## src/rtl/hilo_muldiv_ctrl_if.sv

```systemverilog
// EX-stage <-> HI/LO multiply/divide sequencer connection.
// The master (EX stage) presents ops and reads; the slave (sequencer) returns stall/status and HI/LO.
interface hilo_muldiv_ctrl_if;
    logic        Start;
    logic [3:0]  Op;
    logic [31:0] OpA;
    logic [31:0] OpB;
    logic        HiLoRead;
    logic        Stall;
    logic        Busy;
    logic        Done;
    logic [31:0] HI;
    logic [31:0] LO;

    modport master (
        output Start, Op, OpA, OpB, HiLoRead,
        input  Stall, Busy, Done, HI, LO
    );

    modport slave (
        input  Start, Op, OpA, OpB, HiLoRead,
        output Stall, Busy, Done, HI, LO
    );
endinterface

```

## src/rtl/hilo_muldiv_ctrl.sv

```systemverilog
// Multi-cycle MULT/MULTU/MADD/MSUB/DIV/DIVU sequencer owning the HI/LO pair.
// Division is restoring, one quotient bit per cycle, with a sign-fix cycle at the end.
module hilo_muldiv_ctrl #(
    parameter int unsigned MUL_LAT   = 4,
    parameter int unsigned DIV_ITERS = 32
) (
    input  logic                Clk,
    input  logic                Reset,
    hilo_muldiv_ctrl_if.slave   bus
);
    typedef enum logic [1:0] {S_IDLE, S_MUL, S_DIV, S_FIX} state_e;

    localparam logic [3:0] OP_MULT  = 4'd0;
    localparam logic [3:0] OP_MULTU = 4'd1;
    localparam logic [3:0] OP_MADD  = 4'd2;
    localparam logic [3:0] OP_MSUB  = 4'd3;
    localparam logic [3:0] OP_DIV   = 4'd4;
    localparam logic [3:0] OP_DIVU  = 4'd5;
    localparam logic [3:0] OP_MTHI  = 4'd6;
    localparam logic [3:0] OP_MTLO  = 4'd7;

    state_e      state_q, state_d;
    logic [31:0] hi_q, hi_d, lo_q, lo_d;
    logic [4:0]  cnt_q, cnt_d;
    logic [31:0] a_q, a_d, b_q, b_d;
    logic [3:0]  op_q, op_d;
    logic [31:0] rem_q, rem_d, quot_q, quot_d;
    logic        neg_quo_q, neg_quo_d, neg_rem_q, neg_rem_d;
    logic        divz_q, divz_d;
    logic        done_q, done_d;

    // Signed ops multiply sign-extended operands; the low 64 bits are the exact signed product.
    logic        mul_signed;
    logic [63:0] ext_a, ext_b, prod, acc;
    logic [32:0] rem_sh, trial;
    logic        is_div;

    assign mul_signed = (op_q != OP_MULTU);
    assign ext_a      = mul_signed ? {{32{a_q[31]}}, a_q} : {32'b0, a_q};
    assign ext_b      = mul_signed ? {{32{b_q[31]}}, b_q} : {32'b0, b_q};
    assign prod       = ext_a * ext_b;
    assign acc        = {hi_q, lo_q};
    assign rem_sh     = {rem_q, quot_q[31]};
    assign trial      = rem_sh - {1'b0, b_q};
    assign is_div     = (bus.Op == OP_DIV);

    // NOTE: every _d gets a default before the case so no path leaves a variable unassigned (no latches).
    always_comb begin
        state_d   = state_q;
        hi_d      = hi_q;
        lo_d      = lo_q;
        cnt_d     = cnt_q;
        a_d       = a_q;
        b_d       = b_q;
        op_d      = op_q;
        rem_d     = rem_q;
        quot_d    = quot_q;
        neg_quo_d = neg_quo_q;
        neg_rem_d = neg_rem_q;
        divz_d    = divz_q;
        done_d    = 1'b0;

        unique case (state_q)
            S_IDLE: begin
                if (bus.Start) begin
                    unique case (bus.Op)
                        OP_MTHI: hi_d = bus.OpA;
                        OP_MTLO: lo_d = bus.OpA;
                        OP_MULT, OP_MULTU, OP_MADD, OP_MSUB: begin
                            a_d     = bus.OpA;
                            b_d     = bus.OpB;
                            op_d    = bus.Op;
                            cnt_d   = 5'(MUL_LAT - 1);
                            state_d = S_MUL;
                        end
                        OP_DIV, OP_DIVU: begin
                            a_d       = bus.OpA;
                            op_d      = bus.Op;
                            neg_quo_d = is_div & (bus.OpA[31] ^ bus.OpB[31]);
                            neg_rem_d = is_div & bus.OpA[31];
                            quot_d    = (is_div && bus.OpA[31]) ? -bus.OpA : bus.OpA;
                            b_d       = (is_div && bus.OpB[31]) ? -bus.OpB : bus.OpB;
                            rem_d     = '0;
                            divz_d    = (bus.OpB == '0);
                            cnt_d     = 5'(DIV_ITERS - 1);
                            state_d   = (bus.OpB == '0) ? S_FIX : S_DIV;
                        end
                        default: ;
                    endcase
                end
            end
            S_MUL: begin
                cnt_d = cnt_q - 5'd1;
                if (cnt_q == '0) begin
                    unique case (op_q)
                        OP_MADD: {hi_d, lo_d} = acc + prod;
                        OP_MSUB: {hi_d, lo_d} = acc - prod;
                        default: {hi_d, lo_d} = prod;
                    endcase
                    cnt_d   = '0;
                    done_d  = 1'b1;
                    state_d = S_IDLE;
                end
            end
            S_DIV: begin
                if (!trial[32]) begin
                    rem_d  = trial[31:0];
                    quot_d = {quot_q[30:0], 1'b1};
                end else begin
                    rem_d  = rem_sh[31:0];
                    quot_d = {quot_q[30:0], 1'b0};
                end
                cnt_d = cnt_q - 5'd1;
                if (cnt_q == '0) begin
                    cnt_d   = '0;
                    state_d = S_FIX;
                end
            end
            S_FIX: begin
                if (divz_q) begin
                    lo_d = 32'hFFFF_FFFF;
                    hi_d = a_q;
                end else begin
                    lo_d = neg_quo_q ? -quot_q : quot_q;
                    hi_d = neg_rem_q ? -rem_q : rem_q;
                end
                done_d  = 1'b1;
                state_d = S_IDLE;
            end
            default: state_d = S_IDLE;
        endcase
    end

    // NOTE: sequential state uses non-blocking assignments so all registers update together at the edge.
    always_ff @(posedge Clk or negedge Reset) begin
        if (!Reset) begin
            state_q   <= S_IDLE;
            hi_q      <= '0;
            lo_q      <= '0;
            cnt_q     <= '0;
            a_q       <= '0;
            b_q       <= '0;
            op_q      <= '0;
            rem_q     <= '0;
            quot_q    <= '0;
            neg_quo_q <= 1'b0;
            neg_rem_q <= 1'b0;
            divz_q    <= 1'b0;
            done_q    <= 1'b0;
        end else begin
            state_q   <= state_d;
            hi_q      <= hi_d;
            lo_q      <= lo_d;
            cnt_q     <= cnt_d;
            a_q       <= a_d;
            b_q       <= b_d;
            op_q      <= op_d;
            rem_q     <= rem_d;
            quot_q    <= quot_d;
            neg_quo_q <= neg_quo_d;
            neg_rem_q <= neg_rem_d;
            divz_q    <= divz_d;
            done_q    <= done_d;
        end
    end

    // A read or new op during an in-flight op must hold the pipeline until HI/LO settle.
    assign bus.Stall = (bus.Start | bus.HiLoRead) & (state_q != S_IDLE);
    assign bus.Busy  = (state_q != S_IDLE);
    assign bus.Done  = done_q;
    assign bus.HI    = hi_q;
    assign bus.LO    = lo_q;
endmodule

```

## src/flat_wrapper.sv

```systemverilog
// flat-port wrapper written by rule: the top's interface ports become plain ports
module hilo_muldiv_ctrl_flat 
#(
    parameter int unsigned MUL_LAT   = 4,
    parameter int unsigned DIV_ITERS = 32
)
  (Clk, Reset, bus_Start, bus_Op, bus_OpA, bus_OpB, bus_HiLoRead, bus_Stall, bus_Busy, bus_Done, bus_HI, bus_LO);
  hilo_muldiv_ctrl_if bus_i ();
  input  logic Clk;
  input  logic Reset;
  input wire logic [$bits(bus_i.Start)-1:0] bus_Start;
  input wire logic [$bits(bus_i.Op)-1:0] bus_Op;
  input wire logic [$bits(bus_i.OpA)-1:0] bus_OpA;
  input wire logic [$bits(bus_i.OpB)-1:0] bus_OpB;
  input wire logic [$bits(bus_i.HiLoRead)-1:0] bus_HiLoRead;
  output wire logic [$bits(bus_i.Stall)-1:0] bus_Stall;
  output wire logic [$bits(bus_i.Busy)-1:0] bus_Busy;
  output wire logic [$bits(bus_i.Done)-1:0] bus_Done;
  output wire logic [$bits(bus_i.HI)-1:0] bus_HI;
  output wire logic [$bits(bus_i.LO)-1:0] bus_LO;
  assign bus_i.Start = bus_Start;
  assign bus_i.Op = bus_Op;
  assign bus_i.OpA = bus_OpA;
  assign bus_i.OpB = bus_OpB;
  assign bus_i.HiLoRead = bus_HiLoRead;
  assign bus_Stall = bus_i.Stall;
  assign bus_Busy = bus_i.Busy;
  assign bus_Done = bus_i.Done;
  assign bus_HI = bus_i.HI;
  assign bus_LO = bus_i.LO;
  hilo_muldiv_ctrl #(.MUL_LAT(MUL_LAT), .DIV_ITERS(DIV_ITERS)) u_core (.Clk(Clk), .Reset(Reset), .bus(bus_i));
endmodule
```

## config.mk

```make
export PLATFORM = sky130hd
export DESIGN_NAME = hilo_muldiv_ctrl_flat
export DESIGN_NICKNAME = d
export VERILOG_FILES = /design/src/rtl/hilo_muldiv_ctrl_if.sv /design/src/rtl/hilo_muldiv_ctrl.sv /design/src/flat_wrapper.sv
export SDC_FILE = /design/constraint.sdc
export NUM_CORES = 2
export LEC_CHECK = 0
export BUFFER_PORTS_ARGS = -buffer_cell sky130_fd_sc_hd__buf_2
export CAP_MARGIN = 20
export CORE_MARGIN = 3
export CORE_UTILIZATION = 60
export DETAILED_ROUTE_END_ITERATION = 12
export PLACE_DENSITY = 0.76
export SYNTH_ARGS = -nofsm -noshare
export SYNTH_HDL_FRONTEND = slang
export SYNTH_SLANG_ARGS = --single-unit
```

## constraint.sdc

```tcl
create_clock -name Clk -period 37.3 [get_ports Clk]
set_clock_uncertainty 0.2 [all_clocks]
set_input_delay 7.46 -clock Clk [delete_from_list [all_inputs] [get_ports Clk]]
set_output_delay 7.46 -clock Clk [all_outputs]
set_load 0.1 [all_outputs]
```

; Yosys cells after proc, flatten, opt, wreduce, memory -nomap -nowiden
; Index checks and enable logic that the tools add are counted.
; Widths: inputs -> output; s select.
[word_totals]
out_inout_bits = 67
register_bits = 207
word_cells = 109
in_bits = 72
[op_classes]
n_mux = 39
eq_ne = 20
n_reduce_logical = 23
addsub = 8
bitwise_logic = 5
n_mul = 1
[op_table]
columns = operator, n
row1 = $mux 32, 17
row2 = $pmux 32 s2, 5
row3 = $pmux 32 s3, 2
row4 = $mux 64, 2
row5 = $neg 32->32, 4
row6 = $add 64x64->64, 1
row7 = $mul 64x64->64, 1
row8 = $sub 64x64->64, 1
row9 = $sub 33x32->33, 1
row10 = $logic_not 32->1, 1
row11 = $pmux 5 s2, 2
row12 = $eq 4x2->1 const B, 4
row13 = $eq 4x3->1 const B, 4
row14 = $reduce_and 3->1, 5
row15 = $reduce_and 4->1, 3
row16 = $mux 5, 2
row17 = $ne 2x2->1 const B, 4
row18 = $pmux 2 s4, 1
row19 = $reduce_bool 2->1, 4
row20 = $mux 2, 3
row21 = $reduce_or 6->1, 1
row22 = $logic_not 5->1, 1
row23 = $sub 5x1->5 const B, 1
row24 = $eq 2x2->1 const B, 2
row25 = other kinds (17), 24

; Longest topological paths before layout
[logic_depth]
word_depth = 7
ltp_mapped = 54
mapped_depth_nobuf = 51

; Worst setup path after synthesis
; OpenSTA, ideal clock, no wires.
[synth_timing]
path_type = in2out
from = input bus_Start
to = output bus_Stall
arrival_time_ns = 8.747
path_stages = 2
slack_ns = 20.893
required_ns = 29.640
path_buffers = 0
cell_sequence = nor2_1 nor2_1
[synth_via]
elab_chain_len = 2
[synth_rtl]
columns = item, line_no
row1 = from (decl), flat_wrapper.sv:11  ; input wire logic [$bits(bus_i.Start)-1:0] bus_Start;
row2 = $or 1x1->1, hilo_muldiv_ctrl.sv:168  ; assign bus.Stall = (bus.Start | bus.HiLoRead) & (state_q != S_IDLE);
row3 = $and 1x1->1, hilo_muldiv_ctrl.sv:168
row4 = to (decl), flat_wrapper.sv:16  ; output wire logic [$bits(bus_i.Stall)-1:0] bus_Stall;
; Every way passes these cells.

; Final worst setup path
; Same ends and word-level chain as after synthesis.

==> summary.txt <==
Synth
  – FF+latch count, synth: between 200 and 250
  – Mapped Cells: 8035
  – Yosys top cell by area: fa_1
  – Xor and xnor area share after synthesis: under 10%
  – Post-synthesis mux area share: less than 1%
  – Area share of the largest cell type after synthesis: slightly above 40%
  – Post-synth EDFFs: 0
  – Largest family of logic cells by synthesized area: adder cells
  – Yosys cell types: 90
  – Synth Area in Compound Gates: 11.0%
  – Asr flop ratio synth: between 90% and 100%
  – Syn. warnings: 0
  – Synth Area in Simple Gates: roughly 15%
  – Cell Area, Synth: approximately 69000 um2
  – Top FF cell, synth: dfrtp_1
  – Post-Syn Area per Cell: ~8.6 um2
  – Post-Synth Adder-Cell Area: about 50%
  – Seq/Total Area, Yosys: 7.52%
  – Synth top area cells: fa_1 41%, inv_1 9.3%, ha_1 8.7%
  – Synth Net Count: approximately 10000

Final layout
  – Area of the multi-input gates: ~56000 um2
  – Register area: ~5200 um2
  – Nets: between 9000 and 10000
  – Most frequent cells in the layout: 1714 x inv_1, 1425 x fa_1, 1110 x nand2_1, 477 x ha_1, 458 x and2_1
  – Layout cells sized above 1: around 4.2%
  – Commonest non-fill, non-tap cell in the layout: inv_1
  – Filler cells: ~9700
  – Syn-to-layout area delta: 3.78%

Timing
  – Fmax: between 60 and 70 MHz
  – Final period util: 42.6%
  – Hold Vio Cnt, Final: 0
  – Setup slack after layout: ~21 ns
  – Final setup violating endpoints: 0
  – Fin Setup TNS: 0 ns
  – Normalized max-slew margin: between 20% and 30%
  – Min cycle time layout: roughly 16 ns
  – Least-Margin Pin Slew: 1.13 ns
  – Pins Over Slew Limit: 0
  – RSZ-0062 raised after global routing: false

Clocking
  – Clock tree sinks: 207
  – Root buffer cell: clkbuf_16
  – Clock Path Buffers: 3
  – TritonCTS Buffers: 25
  – Clk_lat worst skew: between 0.5 and 0.6 ns
  – Hold Buf Count CTS: 0
  – Cts repair resizes: 0
  – Clk slew on worst S/H paths: 0.06 ns
  – Htree depth: 1
  – # Post-CTS Setup Buffers: 0
  – CTS tree: built

Floorplan
  – Die ar.: ~120000 um2
  – Core Rows: approximately 120
  – Die Width: about 340 um
  – Core box area: 113000 um2
  – Die height: around 340 um
  – I/O Pins: roughly 140
  – Initial Utilization: approximately three fifths

Global route
  – Number of global-route vias before repair: just under 60000
  – Tot GR Track Use: between 30% and 40%
  – Initial antenna violation count: 15
  – Grt ovf: 0
  – First-pass GRT wire length: 348 mm
  – Largest net degree at the start of global routing: between 100 and 150

Placed design
  – Pre-CTS setup slack: between 20 and 25 ns
  – PortBufs: about 140
  – Gpl congestion: a little under 1
  – Post-DP HPWL: 179 mm

Status
  – Outcome: completed

Detailed routing
  – Vias: around 56000
  – DRT iter0 DRCs: around 5400
  – Final wirelength: 225 mm
  – 1st-pass router iterations: 12
  – Vias/cell: 5.98
  – Antenna Violating Nets Remaining: 0
  – DRC violation count after routing: 0
  – Routed length per instance: 23.9 um

Critical path
  – WP data arrival: 8.22 ns
  – Critical path class: input port to output port
  – Worst-path fanout max: 5
  – Crit path launch type: input port
  – Element type at the critical path end: output port
  – WP data required: around 30 ns

Hold path
  – Min-delay worst type: register to register

Flow run
  – Max-cap viol count: 0
-- path summary, 6_finish.rpt --
kind / from / to / slack, ns / cells after the start
setup / recovery: bus_Start / bus_Stall / 21.42 / 4
hold / removal: u_core.a_q[15] / u_core.a_q[15] / 0.31 / 2
setup reg to reg: u_core.op_q[3] / u_core.bus.HI[31] / 23.28 / 46
hold reg to reg: u_core.a_q[15] / u_core.a_q[15] / 0.31 / 2
max in group asynchronous: Reset / u_core.b_q[21] / 28.92 / 2
min in group asynchronous: Reset / u_core.bus.HI[17] / 6.65 / 1
-- synth_stat cells (8+ instances only) --
library cell and count:
buf_1 11, xor2_1 109, a41oi_1 14, a31oi_1 49
xnor2_1 220, fa_1 1425, a31o_2 8, a21oi_1 322
nor2b_1 37, buf_2 9, a211oi_1 21, and2_1 459
o21ai_0 291, or3_1 33, nor4_1 36, nand3_1 49
nand2_1 1110, o21bai_1 54, o211ai_1 29, and3_1 33
or4_1 23, a22oi_1 9, dfrtp_1 207, o22ai_1 9
nand2b_1 30, nor2_1 288, o31a_1 8, clkbuf_1 412
a21o_1 99, or2_2 8, o41ai_1 17, o21a_1 28
ha_1 479, o31ai_1 52, a211o_1 12, inv_1 1714
nand4_1 23, a221oi_1 28, nor3_1 47, o21ai_1 70
mux2i_1 37
-- metal layers --
metal	GRT usage [%]	vias to the layer above	part of all wire [%]
met5	0.654	-	0.059
li1	-	24300	-
met2	63.1	2675	47
met1	50.0	28600	38
met4	19.2	6	6.3
met3	7.56	677	9.2
-- registers in the layout (all words and copies together) (netlist names) --
name,count
u_core.bus.HI,32
u_core.rem_q,32
u_core.bus.Done,1
u_core.cnt_q,5
u_core.neg_rem_q,1
u_core.bus.LO,32
u_core.state_q,2
u_core.neg_quo_q,1
u_core.op_q,4
u_core.b_q,32
u_core.a_q,32
u_core.quot_q,32
u_core.divz_q,1
-- worst max-delay path, stage by stage --
cell	delay (ns)
buf_2	0.18
nor2_1	0.07
nor2_1	0.08
buf_2	0.43
-- kinds of logic (layout without fill, tap and decap cells) --
group           count (synthesis)  count (layout)
compound gates               1206            1206
fa+ha+maj                    1906            1906
buf+inv                      2150            1998
mux                            38              38
xor+xnor                      330             330
other cells                     0              10
simple gates                 2198            2198
flops                         207             207
-- final cells by class --
class	instances	area share, %
antenna	10	0.0350
inverter	1716	9.01
clock buffer	34	0.964
tap	1500	2.63
multi-input combinational	5678	77.9
timing repair buffer	236	2.03
clock inverter	12	0.193
sequential	207	7.26
-- metrics by stage --
| step | area, um2 | hold WS (ns) | instances | utilization, % |
|---|---|---|---|---|
| floorplan | 68900 | 0.271 | 8035 | - |
| global placement | 70600 | 0.267 | 9334 | 62.3 |
| detailed placement | 70600 | 0.291 | 9335 | 62.3 |
| CTS | 71400 | 0.309 | 9381 | 63.1 |
| global route | 71500 | 0.327 | 9387 | 63.1 |
| finish | 71500 | 0.308 | 9393 | 63.1 |
Power is not shown: default switching activity piles up to over one toggle a cycle in this logic, so the estimate is an artifact.
